`src/rtl/multi_flop_sync.sv`:
```
`timescale 1ns/1ps
`default_nettype none
//------------------------------------------------------------------------------
// Module      : multi_flop_sync
// Description : Multi-flop level synchronizer for WIDTH independent bits
//               crossing into the dst_clk domain.
//               Optional edge-detect outputs are enabled by the
//               MULTI_FLOP_SYNC_EDGE_DET_EN macro.
//               When the macro is undefined, the rise and fall pulse ports are
//               tied low and no history flops are built.
// Parameters  : STAGES    - flops per bit in the synchronizer chain (2..8)
//               WIDTH     - number of independent bits
//               RESET_VAL - value loaded into every stage on reset
// Ports       : dst_clk    - destination clock (rising edge)
//               dst_rst    - synchronous active-high reset
//               async_data - asynchronous input bits
//               sync_data  - synchronized bits (output of the last stage)
//               sync_valid - high once the chain holds only post-reset samples
//               rise_pulse - one-cycle pulse on a 0->1 change of sync_data
//               fall_pulse - one-cycle pulse on a 1->0 change of sync_data
// Revision    : 1.0 - initial release
//------------------------------------------------------------------------------
module multi_flop_sync #(
    parameter int               STAGES    = 2,
    parameter int               WIDTH     = 1,
    parameter logic [WIDTH-1:0] RESET_VAL = '0
) (
    input  logic             dst_clk,
    input  logic             dst_rst,
    input  logic [WIDTH-1:0] async_data,
    output logic [WIDTH-1:0] sync_data,
    output logic             sync_valid,
    output logic [WIDTH-1:0] rise_pulse,
    output logic [WIDTH-1:0] fall_pulse
);

    // Counter only needs to reach STAGES-1; the valid flag covers the last step.
    localparam int               CNT_W      = $clog2(STAGES);
    localparam logic [CNT_W-1:0] c_cnt_last = CNT_W'(STAGES - 1);

    // Synchronizer chain: index 0 samples async_data, index STAGES-1 drives
    // sync_data. Pure flop-to-flop path, nothing in between.
    logic [STAGES-1:0][WIDTH-1:0] r_stage;
    logic [CNT_W-1:0]             r_cnt;
    logic                         r_valid;

    always_ff @(posedge dst_clk) begin
        if (dst_rst) begin
            r_stage <= {STAGES{RESET_VAL}};
        end else begin
            r_stage <= {r_stage[STAGES-2:0], async_data};
        end
    end

    // sync_valid rises on the STAGES-th edge after reset release: by then every
    // stage has been refilled from async_data.
    always_ff @(posedge dst_clk) begin
        if (dst_rst) begin
            r_cnt   <= '0;
            r_valid <= 1'b0;
        end else if (!r_valid) begin
            if (r_cnt == c_cnt_last) begin
                r_valid <= 1'b1;
            end else begin
                r_cnt <= r_cnt + CNT_W'(1);
            end
        end
    end

    assign sync_data  = r_stage[STAGES-1];
    assign sync_valid = r_valid;

`ifdef MULTI_FLOP_SYNC_EDGE_DET_EN
    // History holds the previous sync_data value, so each pulse lasts exactly
    // the first cycle in which sync_data shows its new value.
    logic [WIDTH-1:0] r_hist;

    always_ff @(posedge dst_clk) begin
        if (dst_rst) begin
            r_hist <= RESET_VAL;
        end else begin
            r_hist <= r_stage[STAGES-1];
        end
    end

    // Pulses are masked until the chain is fully post-reset.
    assign rise_pulse = {WIDTH{r_valid}} & sync_data  & ~r_hist;
    assign fall_pulse = {WIDTH{r_valid}} & ~sync_data &  r_hist;
`else
    assign rise_pulse = '0;
    assign fall_pulse = '0;
`endif

endmodule
`default_nettype wire

```
`config.mk`:
```
export PLATFORM = sky130hd
export DESIGN_NAME = multi_flop_sync
export DESIGN_NICKNAME = d
export VERILOG_FILES = /design/src/rtl/multi_flop_sync.sv
export SDC_FILE = /design/constraint.sdc
export NUM_CORES = 1
export LEC_CHECK = 0
export ABC_AREA = 1
export BUFFER_PORTS_ARGS = -buffer_cell sky130_fd_sc_hd__buf_2
export CAP_MARGIN = 15
export CORE_AREA = 5 5 42 44
export DETAILED_ROUTE_END_ITERATION = 8
export DIE_AREA = 0 0 47 49
export GPL_TIMING_DRIVEN = 0
export MAX_ROUTING_LAYER = met4
export PLACE_DENSITY = 0.3
export SETUP_SLACK_MARGIN = 0.3
export SLEW_MARGIN = 20
export SYNTH_ARGS = -nofsm -noshare
export SYNTH_HDL_FRONTEND = slang
export SYNTH_SLANG_ARGS = --single-unit
export TNS_END_PERCENT = 20
```
`constraint.sdc`:
```
create_clock -name dst_clk -period 0.8 [get_ports dst_clk]
set_clock_uncertainty 0.2 [all_clocks]
set_input_delay 0.04 -clock dst_clk [delete_from_list [all_inputs] [get_ports dst_clk]]
set_output_delay 0.04 -clock dst_clk [all_outputs]
set_load 0.005 [all_outputs]
```
-- Yosys cells after proc, flatten, opt, wreduce, memory -nomap -nowiden
Index checks and enable logic that the tools add are counted.
- output and inout port bits: 4
- input port bits: 3
- bits in registers: 4
- logic and storage cells: 8
- add/subtract/negate cells: 1
- muxes and demuxes: 3
- operators with widths (kind ; count):
    1-bit two-way mux ; 3
    1-bit adder (second input constant) ; 1

-- Longest topological paths before layout
Gate-level depths: netlist of the first run.
- word-level depth: 2
- mapped depth: 2
- depth with buffers taken out: 2

-- Worst setup path before layout of the first run
OpenSTA, ideal clock, no wires.
- path kind: reg2reg
- from: register r_valid, in the netlist sync_valid
- to: register r_valid, in the netlist sync_valid
- required time: 488 ps
- buffers on the path: 0
- arrival: 458 ps
- clock period less this slack: 771 ps
- setup time: 112 ps
- setup slack: 29 ps
- stages on the path, launching flop included: 3
- cell sequence: dfxtp_1 nor2_1 nor2_2
- longest elaborated chain between the ends: 1
- RTL lines (what ; line ; text):
    start, declared ; 45 ; logic r_valid;
    start signal, assigned ; 60 ; r_valid <= 1'b0;
    start signal, assigned ; 63 ; r_valid <= 1'b1;
    1-bit two-way mux ; 61 ; end else if (!r_valid) begin
Every way passes these cells.
A chain may end at the register's enable or synchronous reset.

-- Worst setup path after layout of the first run
- from: register r_valid, in the netlist sync_valid
- to: output sync_valid
- RTL lines (what ; line ; text):
    end, declared ; 32 ; output logic sync_valid,
No word-level cell between the ends.

==> flow_summary.toml, run 1 <==
[critical_path]
critPathBufInv = 1
critical_path.max_fanout = 2
critPathKind = "register to output pin"
cp_slowest_cell = "dfxtp_2"
setup.worst_path.start_class = "register"
end_kind = "output pin"
cp_cell_sequence = "buf_2"
cpPeakStageDelay_ns = 0.31
critPathLaunch = "sync_valid$_SDFF_PP0_"
crit-reg2reg-launch = "sync_valid$_SDFF_PP0_"
arrival_ns = 0.65
cp_data_required_time_ns = 0.56
critical-path-top-delay-family = "flip-flops"

[hold_path]
hp-class = "input port to register"
min_from = "async_data"

[synth]
synth.area.mux_share_pct = 0
synth_xor_area_share_pct = 0
async_reset_ff_share_pct = 0
syn_area_um2 = 136
synth_cell_type_count = 7
yosysTopAreaCellShare_pct = 58.7
synth-edff-count = 0
synthTopCellsByCount = "dfxtp_1, inv_1, nor2_1"
syn_avg_cell_area_um2 = 9.09
synth-adder-area-share_pct = 0
netlist_top_cells_area = "dfxtp_1, buf_4, inv_1"
synth_simple_gate_area_share_pct = 12.8
synthCells = 15
synth-compound-area-share_pct = 6.42
ys_seq_area_share_pct = 58.7
yosys.area.top_type = "dfxtp_1"
yosysWarnings = 0
synth_most_common_cell = "dfxtp_1"
synth-seq-cells = 4
ys_dominant_reg_cell = "dfxtp_1"
synth_top_family_by_area = "buffers and inverters"

[clocking]
cts_buffers = 3
root_buffer = "clkbuf_4"
clkLatencyLatePin_ns = 0.23
clkTransAtPathRegs_ns = 0.04
cts_htree_levels = 1
clockBufferDepth = 2
cts_tree = "done"
cts.sinks = 4

[place]
post_dp_cell_area_um2 = 184
port_buffers = 4
finalWeightedCongestion = 0.488
placed_cells_incl_taps = 36

[job]
drv_cap = 0

[sta]
finalSetupViolations = 4
rsz0062_at_grt = "yes"
min_period_ns = 0.889
fin_ws_ns = -0.0886
hold_viol = 4
hold_ws_ns = -0.189
post-route-period-util_pct = 111
slew_viol_final = 0
max_freq_ghz = 1.13

[pwr]
powerDensity_nw_per_um2 = 2300
leakagePower_uw = 0.000111
ir_drop_mv = 0.369

[floorplan]
die_area_um2 = 2300
die_w_um = 47
io_pins = 7
core_um2 = 1400
fp-row-count = 14
start_util_pct = 9.73
die_y_um = 49

[finish]
n_antenna_cell = 0
area.growth.synth_to_final_pct = 62.4
nFillCells = 173
fin_nets = 29
layoutNonFillerInstCount = 40
drive_above_1_share_pct = 70.8
final_area_um2 = 221

[grt]
grt_pass1_vias = 112
grt_max_degree = 5
grt_util_all_layers_pct = 2.67
overflow = 0
grt_pass1_wl_um = 379
antenna_found_initial = 0

[route]
postRouteWirelength_um = 222
via_per_inst = 2.40
wl_per_cell_um = 5.55
dr.pass1.iters = 2
drt_iter0_drc = 1
vias = 96
ant_nets = 0
drc = 0

[run_status]
status = "complete, but fails checks"
violations = "negative hold slack, negative setup slack"
==> report_power, final <==
part / internal (µW) / total, µW / switching, µW / leakage, µW
clock: 167 / 236 / 68.8 / 0.0000138
sequential: 216 / 223 / 6.93 / 0.0000339
combinational: 28.3 / 50.9 / 22.6 / 0.0000633
==> sequential cells by signal, indices dropped and copies added (netlist names) <==
| signal | flops |
|---|---|
| r_stage | 1 |
| r_cnt | 1 |
| sync_valid | 1 |
| sync_data | 1 |
==> cell families after synthesis <==
kind of cell           after synthesis
buffers and inverters                5
DFF                                  4
and+or+nand+nor                      4
AOI/OAI and AO/OA                    1
other                                1
==> metrics by stage <==
stage | hold WS, ns | power (µW) | TNS (ns) | utilization (%) | setup WS (ns)
finish | -0.189 | 509 | -0.222 | 15.8 | -0.0886
floorplan | -0.101 | 249 | 0 | - | 0.0339
global placement | 0.0478 | 264 | 0 | 13.1 | 0.0309
CTS | -0.192 | 518 | -0.277 | 15.3 | -0.102
detailed placement | 0.0503 | 265 | 0 | 13.1 | 0.0218
global route | -0.180 | 544 | -0.342 | 15.8 | -0.113
==> metal layers <==
layer	vias up	wire length, µm	track usage, %
met3	0	8	0
met5	-	0	-
li1	56	-	-
met4	0	0	5.53
met1	38	77	2.41
met2	2	136	3.17
==> cell type report <==
cell class | count | area [µm²] | area share, %
sequential | 4 | 83.8 | 37.9
multi-input combinational | 7 | 41.3 | 18.6
timing repair buffer | 5 | 27.5 | 12.4
clock buffer | 3 | 22.5 | 10.2
tap | 16 | 20.0 | 9.04
buffer | 2 | 15.0 | 6.78
inverter | 3 | 11.3 | 5.08
==> cells in the final DEF (no fill, tap or decap) <==
cell      n
inv_1     2
nor2_4    1
buf_2     4
conb_1    2
nor2_2    1
nor2_1    2
inv_2     1
a21oi_2   1
buf_4     3
clkbuf_4  3
dfxtp_2   3
dfxtp_1   1
==> repair_timing <==
| action | in CTS | in global routing |
|---|---|---|
| gates resized for setup | 0 | 4 |
| setup buffers | 1 | 0 |
| pin swaps | 1 | 1 |
| setup endpoints to repair | 5 | 5 |
| hold endpoints to repair | 4 | 4 |
==> final timing paths <==
path         depth (start not counted)                    end  slack, ns
max                                  1             sync_valid      -0.09
min                                  3  r_stage[0]$_SDFF_PP0_      -0.19
max reg2reg                          3  sync_valid$_SDFF_PP0_      -0.05
min reg2reg                          2   sync_data$_SDFF_PP0_       0.21
Power figures use the tool's default switching activity.
==> run 2: changes to the inputs <==
Settings changed: GPL_TIMING_DRIVEN 0 to default.
==> flow_summary.toml, run 2 (same netlist as run 1, synthesis figures left out) <==
[sta]
post-route-period-util_pct = 111
rsz0062_at_grt = "yes"
finalSetupViolations = 4
max_freq_ghz = 1.12
hold_viol = 4
slew_viol_final = 0
hold_ws_ns = -0.188
min_period_ns = 0.889
fin_ws_ns = -0.0894

[pwr]
leakagePower_uw = 0.0000988
powerDensity_nw_per_um2 = 2510
ir_drop_mv = 0.335

[clocking]
cts.sinks = 4
clkLatencyLatePin_ns = 0.23
cts_buffers = 3
cts_resized = 0
clockBufferDepth = 2
clkTransAtPathRegs_ns = 0.04
root_buffer = "clkbuf_4"
cts_htree_levels = 1
cts_tree = "done"

[floorplan]
core_um2 = 1400
start_util_pct = 9.73
io_pins = 7
die_w_um = 47
die_y_um = 49
die_area_um2 = 2300
fp-row-count = 14

[route]
dr.pass1.iters = 1
wl_per_cell_um = 6.13
drc = 0
ant_nets = 0
met3_length_um = 11
dr_wl_met2_um = 124
drt_iter0_drc = 0
via_per_inst = 2.45
topRoutingLayerUsed = "met3"
vias = 93
drt-met1-wl_um = 97
postRouteWirelength_um = 233

[grt]
grt_pass1_wl_um = 372
grt_util_all_layers_pct = 2.96
grt_max_degree = 5
antenna_found_initial = 0
grt_pass1_vias = 100
overflow = 0

[critical_path]
critical-path-top-delay-family = "flip-flops"
critPathLaunch = "sync_valid$_SDFF_PP0_"
cp_cell_sequence = "buf_2"
cp_slowest_cell = "dfxtp_2"
critPathBufInv = 1
critical_path.max_fanout = 2
end_kind = "output pin"
reg2regPathDepth = 3
rrSetupSlack_ns = -0.08
crit_end = "sync_valid"
setup.worst_path.start_class = "register"
worst-path-stages = 1
critPathKind = "register to output pin"
cpPeakStageDelay_ns = 0.30
r2r-end = "sync_valid$_SDFF_PP0_"
cp_data_required_time_ns = 0.56
crit-reg2reg-launch = "sync_valid$_SDFF_PP0_"
arrival_ns = 0.65

[place]
placed_cells_incl_taps = 34
dp_hpwl_um = 184
finalWeightedCongestion = 0.487
pre_cts_ws_ns = 0.0224
port_buffers = 4

[job]
drv_cap = 0

[finish]
n_antenna_cell = 0
drive_above_1_share_pct = 54.5
fin_nets = 27
multiInputGateArea_um2 = 36.3
area.growth.synth_to_final_pct = 45.9
layout_common_cells = "buf_2, inv_1, clkbuf_4, dfxtp_1"
nFillCells = 172
layoutNonFillerInstCount = 38
mostFrequentLayoutCell = "buf_2"
regArea_um2 = 81.3

[run_status]
violations = "negative hold slack, negative setup slack"
status = "complete, but fails checks"

[hold_path]
hp-class = "input port to register"
## run 2: through the flow
step / setup TNS, ns / hold WS, ns / util, % / area [µm²] / total power [µW]
2_1_floorplan: 0 / -0.101 / - / 144 / 249
3_3_place_gp: 0 / 0.0483 / 12.1 / 169 / 257
3_5_place_dp: 0 / 0.0493 / 12.1 / 169 / 259
4_1_cts: -0.284 / -0.197 / 14.2 / 199 / 520
5_1_grt: -0.379 / -0.195 / 14.2 / 199 / 536
6_report: -0.235 / -0.188 / 14.2 / 199 / 500
## run 2: timing repair
action,CTS,global route
hold endpoints to repair,4,4
pin swaps,1,1
buffers inserted,1,0
setup endpoints to repair,5,5
## run 2: cell type report
type | count | share of cell area (%)
Multi-Input combinational cell | 7 | 18.2
Clock buffer | 3 | 11.3
Tap cell | 16 | 10.1
Inverter | 3 | 5.66
Timing Repair Buffer | 5 | 13.8
Sequential cell | 4 | 40.9
## run 2: layer usage
layer / vias up / GRT usage, %
met3: 0 / 0
met1: 39 / 2.41
met5: - / -
li1: 52 / -
met4: 0 / 8.29
met2: 2 / 2.71
## run 2: tightest hold or removal path, cell delays in order
cell    delay [ns]
buf_2         0.07
inv_1         0.03
nor2_1        0.06
## run 2: worst min path at each step
stage	from	slack, ns	cells after the start	end
finish	async_data	-0.19	3	r_stage[0]$_SDFF_PP0_
global placement	async_data	0.05	3	r_stage[0]$_SDFF_PP0_
CTS	async_data	-0.20	3	r_stage[0]$_SDFF_PP0_
detailed placement	async_data	0.05	3	r_stage[0]$_SDFF_PP0_
floorplan	dst_rst	-0.10	1	sync_valid$_SDFF_PP0_
global route	async_data	-0.20	3	r_stage[0]$_SDFF_PP0_
## run 2: power breakdown
group	leakage (µW)	switching, µW	internal (µW)	total, µW
Combinational	0.0000514	20.2	20.0	40.1
Sequential	0.0000336	5.10	215	220
Clock	0.0000138	73.0	167	240
